[src/rtl/encoder_4x2_stream_if.sv]
// Streaming bundle for the 4-to-2 encoder: the sample side (in_*, d0..d3) and the
// encoded-result side (out_*, a0/a1, out_multi).
interface encoder_4x2_stream_if;
  logic in_valid;
  logic in_ready;
  logic d0;
  logic d1;
  logic d2;
  logic d3;
  logic out_valid;
  logic out_ready;
  logic a0;
  logic a1;
  logic out_multi;

  modport master (
    output in_valid, d0, d1, d2, d3, out_ready,
    input  in_ready, out_valid, a0, a1, out_multi
  );

  modport slave (
    input  in_valid, d0, d1, d2, d3, out_ready,
    output in_ready, out_valid, a0, a1, out_multi
  );
endinterface

[src/rtl/encoder_4x2_stream.sv]
// Registered 4-to-2 priority encoder (d3 highest) feeding a small circular FIFO;
// all-zero samples are dropped and counted in a saturating error counter.
module encoder_4x2_stream #(
  parameter int DEPTH     = 2,
  parameter int ERR_CNT_W = 8
) (
  input  logic                 clk,
  input  logic                 rst_n,
  encoder_4x2_stream_if.slave  bus,
  output logic [ERR_CNT_W-1:0] err_cnt
);

  localparam int PTR_W = $clog2(DEPTH);
  localparam int CNT_W = PTR_W + 1;

  logic [3:0]           lines;
  logic [1:0]           index;
  logic [2:0]           pair_hit;
  logic                 multi;
  logic                 zero_in;
  logic                 full;
  logic                 empty;
  logic                 accept;
  logic                 push;
  logic                 pop;
  logic [2:0]           head;

  logic [2:0]           mem_reg [DEPTH];
  logic [PTR_W-1:0]     wr_ptr_reg, wr_ptr_next;
  logic [PTR_W-1:0]     rd_ptr_reg, rd_ptr_next;
  logic [CNT_W-1:0]     count_reg, count_next;
  logic [ERR_CNT_W-1:0] err_cnt_reg, err_cnt_next;

  assign lines   = {bus.d3, bus.d2, bus.d1, bus.d0};
  assign zero_in = ~|lines;

  // A line that shares the input with any higher active line means two or more are set.
  genvar gi;
  generate
    for (gi = 0; gi < 3; gi++) begin : g_pair
      assign pair_hit[gi] = lines[gi] & (|lines[3:gi+1]);
    end
  endgenerate
  assign multi = |pair_hit;

  always_comb begin
    index = 2'd0;
    if (lines[3])      index = 2'd3;
    else if (lines[2]) index = 2'd2;
    else if (lines[1]) index = 2'd1;
    else               index = 2'd0;
  end

  // Handshake flags come only from registered occupancy, never from in_valid/out_ready.
  assign full   = (count_reg == CNT_W'(DEPTH));
  assign empty  = (count_reg == '0);
  assign accept = bus.in_valid && !full;
  assign push   = accept && !zero_in;
  assign pop    = !empty && bus.out_ready;

  always_comb begin
    wr_ptr_next  = wr_ptr_reg;
    rd_ptr_next  = rd_ptr_reg;
    count_next   = count_reg;
    err_cnt_next = err_cnt_reg;
    if (push)
      wr_ptr_next = (wr_ptr_reg == PTR_W'(DEPTH - 1)) ? '0 : wr_ptr_reg + 1'b1;
    if (pop)
      rd_ptr_next = (rd_ptr_reg == PTR_W'(DEPTH - 1)) ? '0 : rd_ptr_reg + 1'b1;
    if (push && !pop)
      count_next = count_reg + 1'b1;
    else if (pop && !push)
      count_next = count_reg - 1'b1;
    if (accept && zero_in && (err_cnt_reg != '1))
      err_cnt_next = err_cnt_reg + 1'b1;
  end

  always_ff @(posedge clk) begin
    if (!rst_n) begin
      wr_ptr_reg  <= '0;
      rd_ptr_reg  <= '0;
      count_reg   <= '0;
      err_cnt_reg <= '0;
    end else begin
      wr_ptr_reg  <= wr_ptr_next;
      rd_ptr_reg  <= rd_ptr_next;
      count_reg   <= count_next;
      err_cnt_reg <= err_cnt_next;
    end
  end

  // Storage needs no reset: the head is masked whenever the FIFO is empty.
  always_ff @(posedge clk) begin
    if (rst_n && push)
      mem_reg[wr_ptr_reg] <= {multi, index};
  end

  assign head          = empty ? 3'b000 : mem_reg[rd_ptr_reg];
  assign bus.in_ready  = !full;
  assign bus.out_valid = !empty;
  assign bus.a0        = head[0];
  assign bus.a1        = head[1];
  assign bus.out_multi = head[2];
  assign err_cnt       = err_cnt_reg;

endmodule

[src/flat_wrapper.sv]
// flat-port wrapper written by rule: the top's interface ports become plain ports
module encoder_4x2_stream_flat 
#(
  parameter int DEPTH     = 2,
  parameter int ERR_CNT_W = 8
)
  (clk, rst_n, err_cnt, bus_in_valid, bus_d0, bus_d1, bus_d2, bus_d3, bus_out_ready, bus_in_ready, bus_out_valid, bus_a0, bus_a1, bus_out_multi);
  encoder_4x2_stream_if bus_i ();
  input  logic clk;
  input  logic rst_n;
  output logic [ERR_CNT_W-1:0] err_cnt;
  input wire logic [$bits(bus_i.in_valid)-1:0] bus_in_valid;
  input wire logic [$bits(bus_i.d0)-1:0] bus_d0;
  input wire logic [$bits(bus_i.d1)-1:0] bus_d1;
  input wire logic [$bits(bus_i.d2)-1:0] bus_d2;
  input wire logic [$bits(bus_i.d3)-1:0] bus_d3;
  input wire logic [$bits(bus_i.out_ready)-1:0] bus_out_ready;
  output wire logic [$bits(bus_i.in_ready)-1:0] bus_in_ready;
  output wire logic [$bits(bus_i.out_valid)-1:0] bus_out_valid;
  output wire logic [$bits(bus_i.a0)-1:0] bus_a0;
  output wire logic [$bits(bus_i.a1)-1:0] bus_a1;
  output wire logic [$bits(bus_i.out_multi)-1:0] bus_out_multi;
  assign bus_i.in_valid = bus_in_valid;
  assign bus_i.d0 = bus_d0;
  assign bus_i.d1 = bus_d1;
  assign bus_i.d2 = bus_d2;
  assign bus_i.d3 = bus_d3;
  assign bus_i.out_ready = bus_out_ready;
  assign bus_in_ready = bus_i.in_ready;
  assign bus_out_valid = bus_i.out_valid;
  assign bus_a0 = bus_i.a0;
  assign bus_a1 = bus_i.a1;
  assign bus_out_multi = bus_i.out_multi;
  encoder_4x2_stream #(.DEPTH(DEPTH), .ERR_CNT_W(ERR_CNT_W)) u_core (.clk(clk), .rst_n(rst_n), .bus(bus_i), .err_cnt(err_cnt));
endmodule
[config.mk]
export PLATFORM = sky130hd
export DESIGN_NAME = encoder_4x2_stream_flat
export DESIGN_NICKNAME = d
export VERILOG_FILES = /design/src/rtl/encoder_4x2_stream_if.sv /design/src/rtl/encoder_4x2_stream.sv /design/src/flat_wrapper.sv
export SDC_FILE = /design/constraint.sdc
export NUM_CORES = 1
export LEC_CHECK = 0
export CAP_MARGIN = 40
export CORE_UTILIZATION = 48
export DETAILED_ROUTE_END_ITERATION = 8
export GPL_TIMING_DRIVEN = 0
export PLACE_DENSITY = 0.77
export SKIP_LAST_GASP = 1
export SLEW_MARGIN = 20
export SYNTH_ARGS = -nofsm -noshare
export SYNTH_HDL_FRONTEND = slang
export SYNTH_SLANG_ARGS = --single-unit
[constraint.sdc]
create_clock -name clk -period 2.3 [get_ports clk]
set_input_delay 0.345 -clock clk [delete_from_list [all_inputs] [get_ports clk]]
set_output_delay 0.345 -clock clk [all_outputs]
set_load 0.005 [all_outputs]
# == Word-level counts from Yosys, hierarchy flattened ==
# Memory sizes are Yosys's and may differ from the RTL's. A register that Yosys moved wholly into a read port is not among the register bits.
# Index checks and enable logic that the tools add are counted.
# totals
output_inout_bits,13
n_memories,1
ff_bits,12
ramBits,6
# classes
bitwise_logic,3
n_mux,12
add_sub_neg,5
eq_ne,2
n_reduce_logical,19
# memory_table
name,words,width,rd,rd_ports_with_merged_regs,write_ports,line_no,rtl
u_core.mem_reg,2,3,1,1,1,encoder_4x2_stream.sv:28,logic [2:0] mem_reg [DEPTH];
# op_table
cell,n
$add 8x1->8 const B,1
$logic_and 1x1->1,8
$mux 2,4
$ne 8x8->1 const B,1
$mux 1,7
$reduce_or 3->1,2
$logic_not 1->1,5
$reduce_or 4->1,1
$and 1x1->1,3
$mux 3,1
$add 1x1->1 const B,2
$add 2x1->2 const B,1
$eq 2x2->1 const B,1
$logic_not 2->1,1
$reduce_bool 2->1,1
$reduce_or 2->1,1
$sub 2x1->2 const B,1

# == Depth between registers and ports, before layout ==
# Gate-level depths: netlist of run 1.
# depth
word_depth,8
ltp_mapped,7

# == Worst setup path before layout of run 1 ==
# OpenSTA, ideal clock, no wires.
# synth_path
path_kind,in2reg
start,input port bus_d1
end,register u_core.count_reg[1]
t_required_ps,2229
stages,6
arrival_ps,1719
path_slack_ps,511
path_cell_list,nor4_4 and3b_1 clkbuf_1 ha_1 or3_1 a21oi_1
# synth_between
elab_chain_len,5
elab_cells_between_ends,7
classes_between,1 x mux; 6 x reduce/logical
# synth_lines
element,line_no,rtl
from (decl),flat_wrapper.sv:14,input wire logic [$bits(bus_i.d1)-1:0] bus_d1;
$reduce_or 4->1 *,encoder_4x2_stream.sv:35,assign zero_in = ~|lines;
$logic_and 1x1->1 *,encoder_4x2_stream.sv:58,assign push = accept && !zero_in;
via u_core.push,encoder_4x2_stream.sv:24,logic push;
$logic_not 1->1,encoder_4x2_stream.sv:72,else if (pop && !push)
$logic_and 1x1->1,encoder_4x2_stream.sv:72,
$reduce_bool 2->1 (no source line),-,
to (signal assigned),encoder_4x2_stream.sv:87,count_reg <= count_next;
to (decl),encoder_4x2_stream.sv:31,"logic [CNT_W-1:0] count_reg, count_next;"
# The timed path passes the listed nets; every way through them passes the cells marked *.
# A chain may end at the register's enable or synchronous reset.

# == Final worst setup path of run 1 ==
# Same ends and word-level chain as after synthesis.

==> results of run 1 <==
## layout by cell type (no fill, tap or decap)
cell | Yosys | routed
xnor2_1 | 1 | 1
or3_1 | 2 | 2
edfxtp_1 | 6 | 6
buf_2 | 1 | 1
nor2_1 | 11 | 11
nor2b_1 | 1 | 1
and4_1 | 1 | 1
o31ai_1 | 2 | 2
or4_1 | 2 | 2
nand2b_1 | 1 | 1
o21ai_0 | 4 | 4
and3_1 | 6 | 6
o41ai_1 | 2 | 2
a311oi_1 | 1 | 1
nor3_1 | 1 | 1
nand3_1 | 2 | 2
nand3_2 | 1 | 1
clkbuf_1 | 3 | 4
ha_1 | 2 | 2
o311ai_0 | 2 | 2
or2_2 | 1 | 1
and3b_1 | 1 | 1
o21bai_1 | 1 | 1
inv_1 | 4 | 4
nand3b_1 | 1 | 1
clkbuf_4 | 0 | 3
clkdlybuf4s50_1 | 0 | 20
mux2i_1 | 3 | 3
nor4_4 | 1 | 1
o311a_1 | 1 | 1
dfxtp_1 | 13 | 13
nand2_1 | 4 | 4
xor2_1 | 3 | 3
a21o_1 | 1 | 1
a21oi_1 | 6 | 6
maj3_1 | 1 | 1
## Yosys cell counts
| master | n |
|---|---|
| o21bai_1 | 1 |
| or4_1 | 2 |
| a21o_1 | 1 |
| inv_1 | 4 |
| nand2b_1 | 1 |
| maj3_1 | 1 |
| o31ai_1 | 2 |
| o311a_1 | 1 |
| or2_2 | 1 |
| xnor2_1 | 1 |
| nand2_1 | 4 |
| nor3_1 | 1 |
| ha_1 | 2 |
| mux2i_1 | 3 |
| and3b_1 | 1 |
| a311oi_1 | 1 |
| a21oi_1 | 6 |
| nand3_2 | 1 |
| xor2_1 | 3 |
| dfxtp_1 | 13 |
| o21ai_0 | 4 |
| and4_1 | 1 |
| nor2_1 | 11 |
| nand3b_1 | 1 |
| nor4_4 | 1 |
| o41ai_1 | 2 |
| nor2b_1 | 1 |
| buf_2 | 1 |
| o311ai_0 | 2 |
| or3_1 | 2 |
| clkbuf_1 | 3 |
| and3_1 | 6 |
| edfxtp_1 | 6 |
| nand3_1 | 2 |
## worst min path at each step
stage	end	cells past startpoint	slack, ps	from
final	u_core.rd_ptr_reg	2	520	u_core.rd_ptr_reg
after global routing	u_core.err_cnt[5]	2	550	u_core.err_cnt[5]
after CTS	u_core.err_cnt[5]	2	520	u_core.err_cnt[5]
after detailed placement	register	2	490	u_core.rd_ptr_reg
after global placement	u_core.rd_ptr_reg	2	480	u_core.rd_ptr_reg
after floorplan	register	2	470	u_core.rd_ptr_reg
## logic make-up (layout without fill, tap and decap cells)
logic type | count (synthesis) | in the layout
adders and majority gates | 3 | 3
AOI/OAI and AO/OA | 20 | 20
xor gates and xnor gates | 4 | 4
DFF | 19 | 19
buffers and inverters | 8 | 32
muxes | 3 | 3
and+or+nand+nor | 36 | 36
## where the power goes
part | switching, W | total [W] | internal, W
Combinational | 0.000124 | 0.000279 | 0.000155
Sequential | 0.0000384 | 0.000427 | 0.000389
Clock | 0.0000997 | 0.000167 | 0.0000675
## layer usage
layer	part of all wire [%]	track usage (%)	up-vias	wire length, µm
met5	0	0	-	0
met4	0.98	7.06	0	19
met3	3.4	4.76	4	65
met2	47	32.6	17	913
met1	48	28.7	361	933
li1	-	-	391	-
## area by class of cell
class	count	area (µm²)
Fill cell	156	589
Sequential cell	19	440
Tap cell	25	31.3
Timing Repair Buffer	20	200
Buffer	4	16.3
Clock buffer	4	26.3
Multi-Input combinational cell	66	445
Inverter	4	15.0
## metrics by stage
stage | setup slack [ps] | cells
after floorplan | 511 | 93
after global placement | -152 | 138
after detailed placement | -212 | 138
after CTS | 92.7 | 142
after global routing | 12.7 | 142
final | 117 | 142
## worst max-delay path: stages
cell	delay, ps
clkdlybuf4s50_1	480
nor4_4	380
and3b_1	210
clkbuf_1	160
ha_1	340
or3_1	360
a21oi_1	140
==> summary.md, run 1 <==
| Metric | Value |
|---|---|
| Status | `finished, final reports clean` |
| Via Count | `773` |
| Clk slew on worst S/H paths | `roughly 100 ps` |
| I/O pin cnt | `21` |
| Static Leak | `0.427 nW` |
| RR Endpoint | `u_core.count_reg[1]` |
| R2R setup slack | `about 400 ps` |
| Synthesized cell area | `~900 µm²` |
| RSZ-0062 raised after global routing | `no` |
| Clk sinks | `19` |
| Horiz. Die Dim | `approximately 46 µm` |
| Post-Syn Instances | `93` |
| Final antenna-violating net count | `0` |
| Power, Total | `about 0.00087 W` |
| Final WL | `1930 µm` |
| Mean number of vias per cell | `5.44` |
| Design Area, Final | `1170 µm²` |
| Count of pins over their slew limit | `0` |
| CTS Hold Bufs | `0` |
| Hold Worst Slack | `between 500 and 600 ps` |
| Post-DR wirelength/cell | `around 14 µm` |
| Hold Vio Cnt, Final | `0` |
| Final min period | `around 2200 ps` |
| DRT iter0 DRCs | `13` |
| Gp weighted congestion | `between 0.7 and 0.8` |
| Hold Crit Class | `reg2reg` |
| Post-synthesis compound-gate area fraction | `between 10% and 20%` |
| Largest family of logic cells by synthesized area | `simple AND/OR/NAND/NOR gates` |
| DRC Markers | `0` |
| Bufs on Longest Clock Path | `2` |
| Pwr dens | `around 740 nW/µm²` |
| Share of layout cells above drive strength 1 | `5.98%` |
| Count of cell types in the netlist | `34` |
| R2R depth | `6` |
| Clk_skew | `between 2 and 2.5 ps` |
| Core area | `~1800 µm²` |
| Mapped Nets | `around 100` |
| Max FO, Critical Path | `4` |
| Sequential area share after synthesis | `between 40% and 50%` |
| Post-Synth XOR/XNOR Area | `under 10%` |
| CTS tree | `done` |
| First-pass GRT wire length | `3040 µm` |
| Post-CTS Resized | `0` |
| First-pass DRT Iterations | `4` |
| Critical Path RT | `between 2000 and 3000 ps` |
| Setup-failing EPs final | `0` |
| Antenna fix cells | `0` |
| Tightest Pin Transition | `roughly 470 ps` |
| Initial antenna violation count | `0` |
| Die Ht | `roughly 46 µm` |
| Num CTS Buffers | `3` |
| Worst vdd ir | `around 0.37 mV` |
| H-tree depth | `1` |
| Post-synthesis mux area share | `around 3.3%` |
| R2R Path Start | `u_core.count_reg[0]` |
| Die area | `about 2100 µm²` |
| Period utilization | `a little over nine tenths` |
| Placed Instance Area | `approximately 1100 µm²` |
| Fmax | `0.458 GHz` |
| Synth Area in Adders | `~3.8%` |
| Site Rows | `15` |
| Synthesis-to-layout area growth | `28.1%` |
| Synth top area share | `28.4%` |
| Mean Syn Cell Area | `roughly 9.9 µm²` |
| Slew margin rel. | `a little under 70%` |
| Setup TNS | `0 ps` |
| Initial cell density of the core | `52.0%` |
| Synth top area cells | `dfxtp_1 (28%), edfxtp_1 (20%), nor2_1 (4.5%)` |
| Crit path kind | `in2reg` |
| Clock Latency Late Sink | `290 ps` |
| Synth area leader | `dfxtp_1` |
| Number of flip-flops in the largest register | `8` |
| CP arrival | `2410 ps` |
| Hpwl dp | `approximately 1400 µm` |
| Vias in the first global route | `around 680` |
| Final core occ | `around 67%` |
| CP Launch Point | `bus_d1` |
| Setup crit end kind | `register` |
| Final net count | `128` |
| Max-Cap Viols | `0` |
| Synth Register Bits | `19` |
| All-Layer GR Usage | `21.0%` |
| Largest net degree at the start of global routing | `11` |
| Buffers on Ports | `20` |
| Worst setup SP type | `primary input` |
| Postcts setup bufs | `0` |
| CP endpoint | `u_core.count_reg[1]` |
| Total gr overflow | `0` |
| Fraction of the mapped netlist area in simple logic gates | `roughly 23%` |
| Synth warn | `0` |
| Root buffer cell | `clkbuf_4` |
(Power assumes the default switching activity.)
==> run 2, diff against run 1 <==
--- a/config.mk
+++ b/config.mk
@@ -6,10 +6,11 @@
 export NUM_CORES = 1
 export LEC_CHECK = 0
 export CAP_MARGIN = 40
-export CORE_UTILIZATION = 48
+export CORE_UTILIZATION = 59
 export DETAILED_ROUTE_END_ITERATION = 8
+export DONT_BUFFER_PORTS = 1
 export GPL_TIMING_DRIVEN = 0
-export PLACE_DENSITY = 0.77
+export PLACE_DENSITY = 0.75
 export SKIP_LAST_GASP = 1
 export SLEW_MARGIN = 20
 export SYNTH_ARGS = -nofsm -noshare
==> run 2 against run 1 <==
Sequential power is essentially flat. Critical path depth shrank 1. Global-route usage grew 0.45 points. Design area shrank 18%. Clock skew is essentially flat. Sequential cell count is the same. Combinational power shrank 37%. Maximum frequency grew 15%. Die area shrank 18%. Worst hold slack lost 350 ps. Utilization grew 3.8 points. Non-clock buffer count shrank 20. Largest cell class unchanged. Highest routed layer unchanged.
==> summary.md, run 2 (same netlist as run 1, synthesis figures left out) <==
| Metric | Value |
|---|---|
| Status | `finished, final reports clean` |
| Horiz. Die Dim | `41.4 µm` |
| Fmax | `0.526 GHz` |
| CP arrival | `2130 ps` |
| I/O pin cnt | `21` |
| Hold depth | `1` |
| Synthesis-to-layout area growth | `4.91%` |
| Initial antenna violation count | `0` |
| Hold Vio Cnt, Final | `0` |
| Placed Instance Area | `between 900 and 1000 µm²` |
| Buffers on Ports | `0` |
| Share of layout cells above drive strength 1 | `under 10%` |
| Critical Path, Cell by Cell | `ha_1, and3_1, and3_1, clkbuf_1, or4_1, a21oi_1` |
| Commonest non-fill, non-tap cells in the layout | `dfxtp_1 (13), nor2_1 (11), and3_1 (6), a21oi_1 (6), edfxtp_1 (6)` |
| Critical Path RT | `between 2000 and 3000 ps` |
| Max-Cap Viols | `0` |
| Core area | `about 1400 µm²` |
| Worst vdd ir | `~0.38 mV` |
| Root buffer cell | `clkbuf_4` |
| Setup TNS | `0 ps` |
| Tightest Pin Transition | `around 470 ps` |
| Die area | `1720 µm²` |
| Initial cell density of the core | `around two thirds` |
| Post-CTS Resized | `0` |
| Period utilization | `between 80% and 90%` |
| Clk_skew | `between 2 and 3 ps` |
| Total gr overflow | `0` |
| Final WL | `about 1700 µm` |
| Clock Latency Late Sink | `290 ps` |
| Crit path kind | `reg2reg` |
| Via Count | `roughly 700` |
| Power, Total | `between 0.0007 and 0.0008 W` |
| Pwr dens | `between 700 and 800 nW/µm²` |
| First-pass GRT wire length | `about 2800 µm` |
| Vias in the first global route | `666` |
| Cell family with most CP delay | `simple AND/OR/NAND/NOR gates` |
| Slowest stage delay, CP | `a little over 500 ps` |
| Critical path buffer and inverter count | `1` |
| Mean number of vias per cell | `a little over 6` |
| Die Ht | `between 40 and 50 µm` |
| Clk sinks | `19` |
| Postcts setup bufs | `0` |
| Stages on worst setup path | `6` |
| R2R depth | `6` |
| Bufs on Longest Clock Path | `2` |
| Setup crit end kind | `register` |
| All-Layer GR Usage | `a little over a fifth` |
| Gp weighted congestion | `0.792` |
| CTS tree | `done` |
| CP most frequent cell | `and3_1` |
| Antenna fix cells | `0` |
| Post-DR wirelength/cell | `15.1 µm` |
| Count of pins over their slew limit | `0` |
| Design Area, Final | `about 960 µm²` |
| Max FO, Critical Path | `10` |
| Slew margin rel. | `~69%` |
| Number of flip-flops in the largest register | `8` |
| Slowest CP cell | `or4_1` |
| Hold Crit Class | `in2reg` |
| DRT iter0 DRCs | `22` |
| First-pass DRT Iterations | `4` |
| Hpwl dp | `between 1000 and 1500 µm` |
| RSZ-0062 raised after global routing | `no` |
| R2R setup slack | `around 400 ps` |
| CTS Hold Bufs | `0` |
| H-tree depth | `1` |
| Final antenna-violating net count | `0` |
| Num CTS Buffers | `3` |
| Final net count | `between 100 and 150` |
| Clk slew on worst S/H paths | `~100 ps` |
| Setup-failing EPs final | `0` |
| Site Rows | `13` |
| Final min period | `approximately 1900 ps` |
| Worst setup SP type | `register` |
| Most common cell after layout, fill and taps aside | `dfxtp_1` |
| Largest net degree at the start of global routing | `11` |
| Static Leak | `~0.35 nW` |
| DRC Markers | `0` |
run 2: worst paths after layout:
check,to,from
max,u_core.err_cnt[3],u_core.err_cnt[0]
max reg2reg,u_core.err_cnt[3],u_core.err_cnt[0]
min,u_core.err_cnt[7],rst_n
min reg2reg,u_core.rd_ptr_reg,u_core.rd_ptr_reg
run 2: layer usage:
metal | track usage, % | share of wire [%] | up-vias
li1 | - | - | 350
met1 | 27.1 | 48 | 330
met2 | 34.7 | 48 | 14
met3 | 3.48 | 3.3 | 2
met4 | 11.6 | 0.47 | 0
met5 | 0 | 0 | -
run 2: through the flow:
step / cells / utilization (%) / hold WS (ps) / setup slack [ps]
global route: 112 / 70.4 / 152 / 286
CTS: 112 / 70.4 / 163 / 412
global placement: 108 / 68.5 / 483 / 370
floorplan: 93 / - / 472 / 511
detailed placement: 108 / 68.5 / 483 / 362
finish: 112 / 70.4 / 166 / 399
run 2: worst register-to-register path, delay by kind of cell, from the launching register on:
| family | cells | cell delay [ps] |
|---|---|---|
| simple gates | 3 | 870 |
| flops | 1 | 380 |
| fa+ha+maj | 1 | 250 |
| buf+inv | 1 | 210 |
| compound gates | 1 | 140 |
run 2: cell type report:
class	instances	area (µm²)
inverters	4	15.0
fillers	113	404
flip-flops and latches	19	440
multi-input cells	66	445
well taps	15	18.8
plain buffers	4	16.3
clock buffers	4	26.3
run 2: power breakdown:
| part | total, W | switching (W) | internal, W |
|---|---|---|---|
| Sequential | 0.000424 | 0.0000349 | 0.000389 |
| Combinational | 0.000176 | 0.0000975 | 0.0000784 |
| Clock | 0.000166 | 0.0000987 | 0.0000674 |
==> run 3, diff against run 2 <==
==> constraint.sdc (replaced) <==
create_clock -name clk -period 1.9 [get_ports clk]
set_input_delay 0.285 -clock clk [delete_from_list [all_inputs] [get_ports clk]]
set_output_delay 0.285 -clock clk [all_outputs]
set_load 0.005 [all_outputs]
==> run 3 against run 2 <==
First-iteration DRC count rose by 4.5%. Sequential power is 22% higher. Power increased by 22%. Highest routed layer is now met3. Sequential share of layout area grew 0.13 points.
==> summary.md, run 3 (same netlist as run 1, synthesis figures left out) <==
| Metric | Value |
|---|---|
| Status | `finished, final reports clean` |
| All-Layer GR Usage | `between 20% and 30%` |
| Horiz. Die Dim | `between 40 and 50 µm` |
| Non-Filler Instances | `roughly 110` |
| Fillers | `113` |
| Via Count | `approximately 700` |
| R2R depth | `5` |
| Hold Crit Class | `in2reg` |
| Slew margin rel. | `68.3%` |
| Worst setup SP type | `register` |
| Buffers on Ports | `0` |
| Beginning of the worst hold path | `rst_n` |
| Synthesis-to-layout area growth | `4.91%` |
| Die Ht | `41.4 µm` |
| Max-Cap Viols | `0` |
| Core area | `approximately 1400 µm²` |
| Setup TNS | `0 ps` |
| Final WL | `~1700 µm` |
| Antenna fix cells | `0` |
| First-pass GRT wire length | `~2800 µm` |
| First-pass DRT Iterations | `4` |
| DRC Markers | `0` |
| Hold depth | `1` |
| Met3 Resource Use GR | `under 10%` |
| Largest net degree at the start of global routing | `11` |
| RR Endpoint | `u_core.err_cnt[3]` |
| R2R Path Start | `u_core.err_cnt[0]` |
| Busiest grt layer | `met2` |
| CTS tree | `done` |
| Setup crit end kind | `register` |
| Bufs on Longest Clock Path | `2` |
| Cells after DPL | `108` |
| Site Rows | `13` |
| Critical Path RT | `between 2000 and 2500 ps` |
| Die area | `1720 µm²` |
| Max FO, Critical Path | `10` |
| Initial antenna violation count | `0` |
| Share of layout cells above drive strength 1 | `a little under a tenth` |
| Commonest non-fill, non-tap cells in the layout | `dfxtp_1 (12), nor2_1 (11), and3_1 (6), a21oi_1 (6), edfxtp_1 (6)` |
| Post-DR wirelength/cell | `approximately 15 µm` |
| Mean number of vias per cell | `roughly 6.3` |
| R2R setup slack | `90 ps` |
| RSZ-0062 raised after global routing | `yes` |
| Root buffer cell | `clkbuf_4` |
| Gp weighted congestion | `a little under 0.8` |
| Total gr overflow | `0` |
| Hold Path End | `u_core.err_cnt[7]` |
| Met1 usage | `a little over a quarter` |
| I/O pin cnt | `21` |
| Hpwl dp | `between 1000 and 1500 µm` |
| Worst vdd ir | `around 0.48 mV` |
| H-tree depth | `1` |
| Period utilization | `95.0%` |
| Most common cell after layout, fill and taps aside | `dfxtp_1` |
| Clock Latency Late Sink | `around 290 ps` |
| Number of flip-flops in the largest register | `8` |
| Vias in the first global route | `about 670` |
| Hold Vio Cnt, Final | `0` |
| Final net count | `107` |
| Clk sinks | `19` |
| Final core occ | `70.4%` |
| Clk_skew | `1.38 ps` |
| Tightest Pin Transition | `about 480 ps` |
| CP arrival | `approximately 2000 ps` |
| Final min period | `between 1500 and 2000 ps` |
| Static Leak | `~0.35 nW` |
| Pwr dens | `between 900 and 1000 nW/µm²` |
| Final antenna-violating net count | `0` |
| Crit path kind | `reg2reg` |
| Met2 Track Usage GR | `34.7%` |
| Power, Total | `roughly 0.00093 W` |
| Hold Worst Slack | `110 ps` |
| CTS Hold Bufs | `0` |
| Num CTS Buffers | `3` |
| DRT iter0 DRCs | `23` |
| Count of pins over their slew limit | `0` |
| Clk slew on worst S/H paths | `~100 ps` |
| Setup-failing EPs final | `0` |
| Initial cell density of the core | `about 67%` |
| Fmax | `0.554 GHz` |
| Postcts setup bufs | `0` |
-- run 3: area by class of cell --
type	instances	area [µm²]	share of cell area (%)
multi-input cells	66	448	46.6
flip-flops and latches	19	442	45.9
clock buffers	4	26.3	2.73
well taps	15	18.8	1.95
inverters	4	15.0	1.56
plain buffers	3	12.5	1.30
-- run 3: critical path, stage by stage (launching register included) --
cell,delay (ps)
dfxtp_1,380
ha_1,250
and3_1,210
and3_1,270
or4_1,490
a21oi_1,140
-- run 3: worst max-delay path by stage --
stage                                  from                   to  cells after the start
after floorplan                      bus_d1  u_core.count_reg[1]                      6
after CTS                 u_core.err_cnt[0]    u_core.err_cnt[3]                      6
final                     u_core.err_cnt[0]    u_core.err_cnt[3]                      5
after global routing      u_core.err_cnt[0]    u_core.err_cnt[3]                      5
after global placement               bus_d1  u_core.count_reg[1]                      6
after detailed placement             bus_d1  u_core.count_reg[1]                      6
-- run 3: per-stage QoR --
step	setup slack (ps)	area, µm²
after floorplan	171	917
after global placement	30.4	936
after detailed placement	22.0	936
after CTS	12.2	962
after global routing	-2.62	962
final	94.5	962
-- run 3: layer usage --
layer  wire, µm  up-vias
met5          0        -
met4          0        0
met3         82        0
met2        807       24
met1        801      326
li1           -      349
-- run 3: what timing repair did --
item                                    4_1_cts  5_1_grt
resized for setup                             0        2
endpoints found under the setup margin        0        5
endpoints found under the hold margin         0        0
-- run 3: power breakdown --
group / leakage (nW) / switching (W) / internal, W
Combinational: 0.178 / 0.000118 / 0.0000981
Clock: 0.0150 / 0.000117 / 0.0000816
Sequential: 0.160 / 0.0000441 / 0.000473
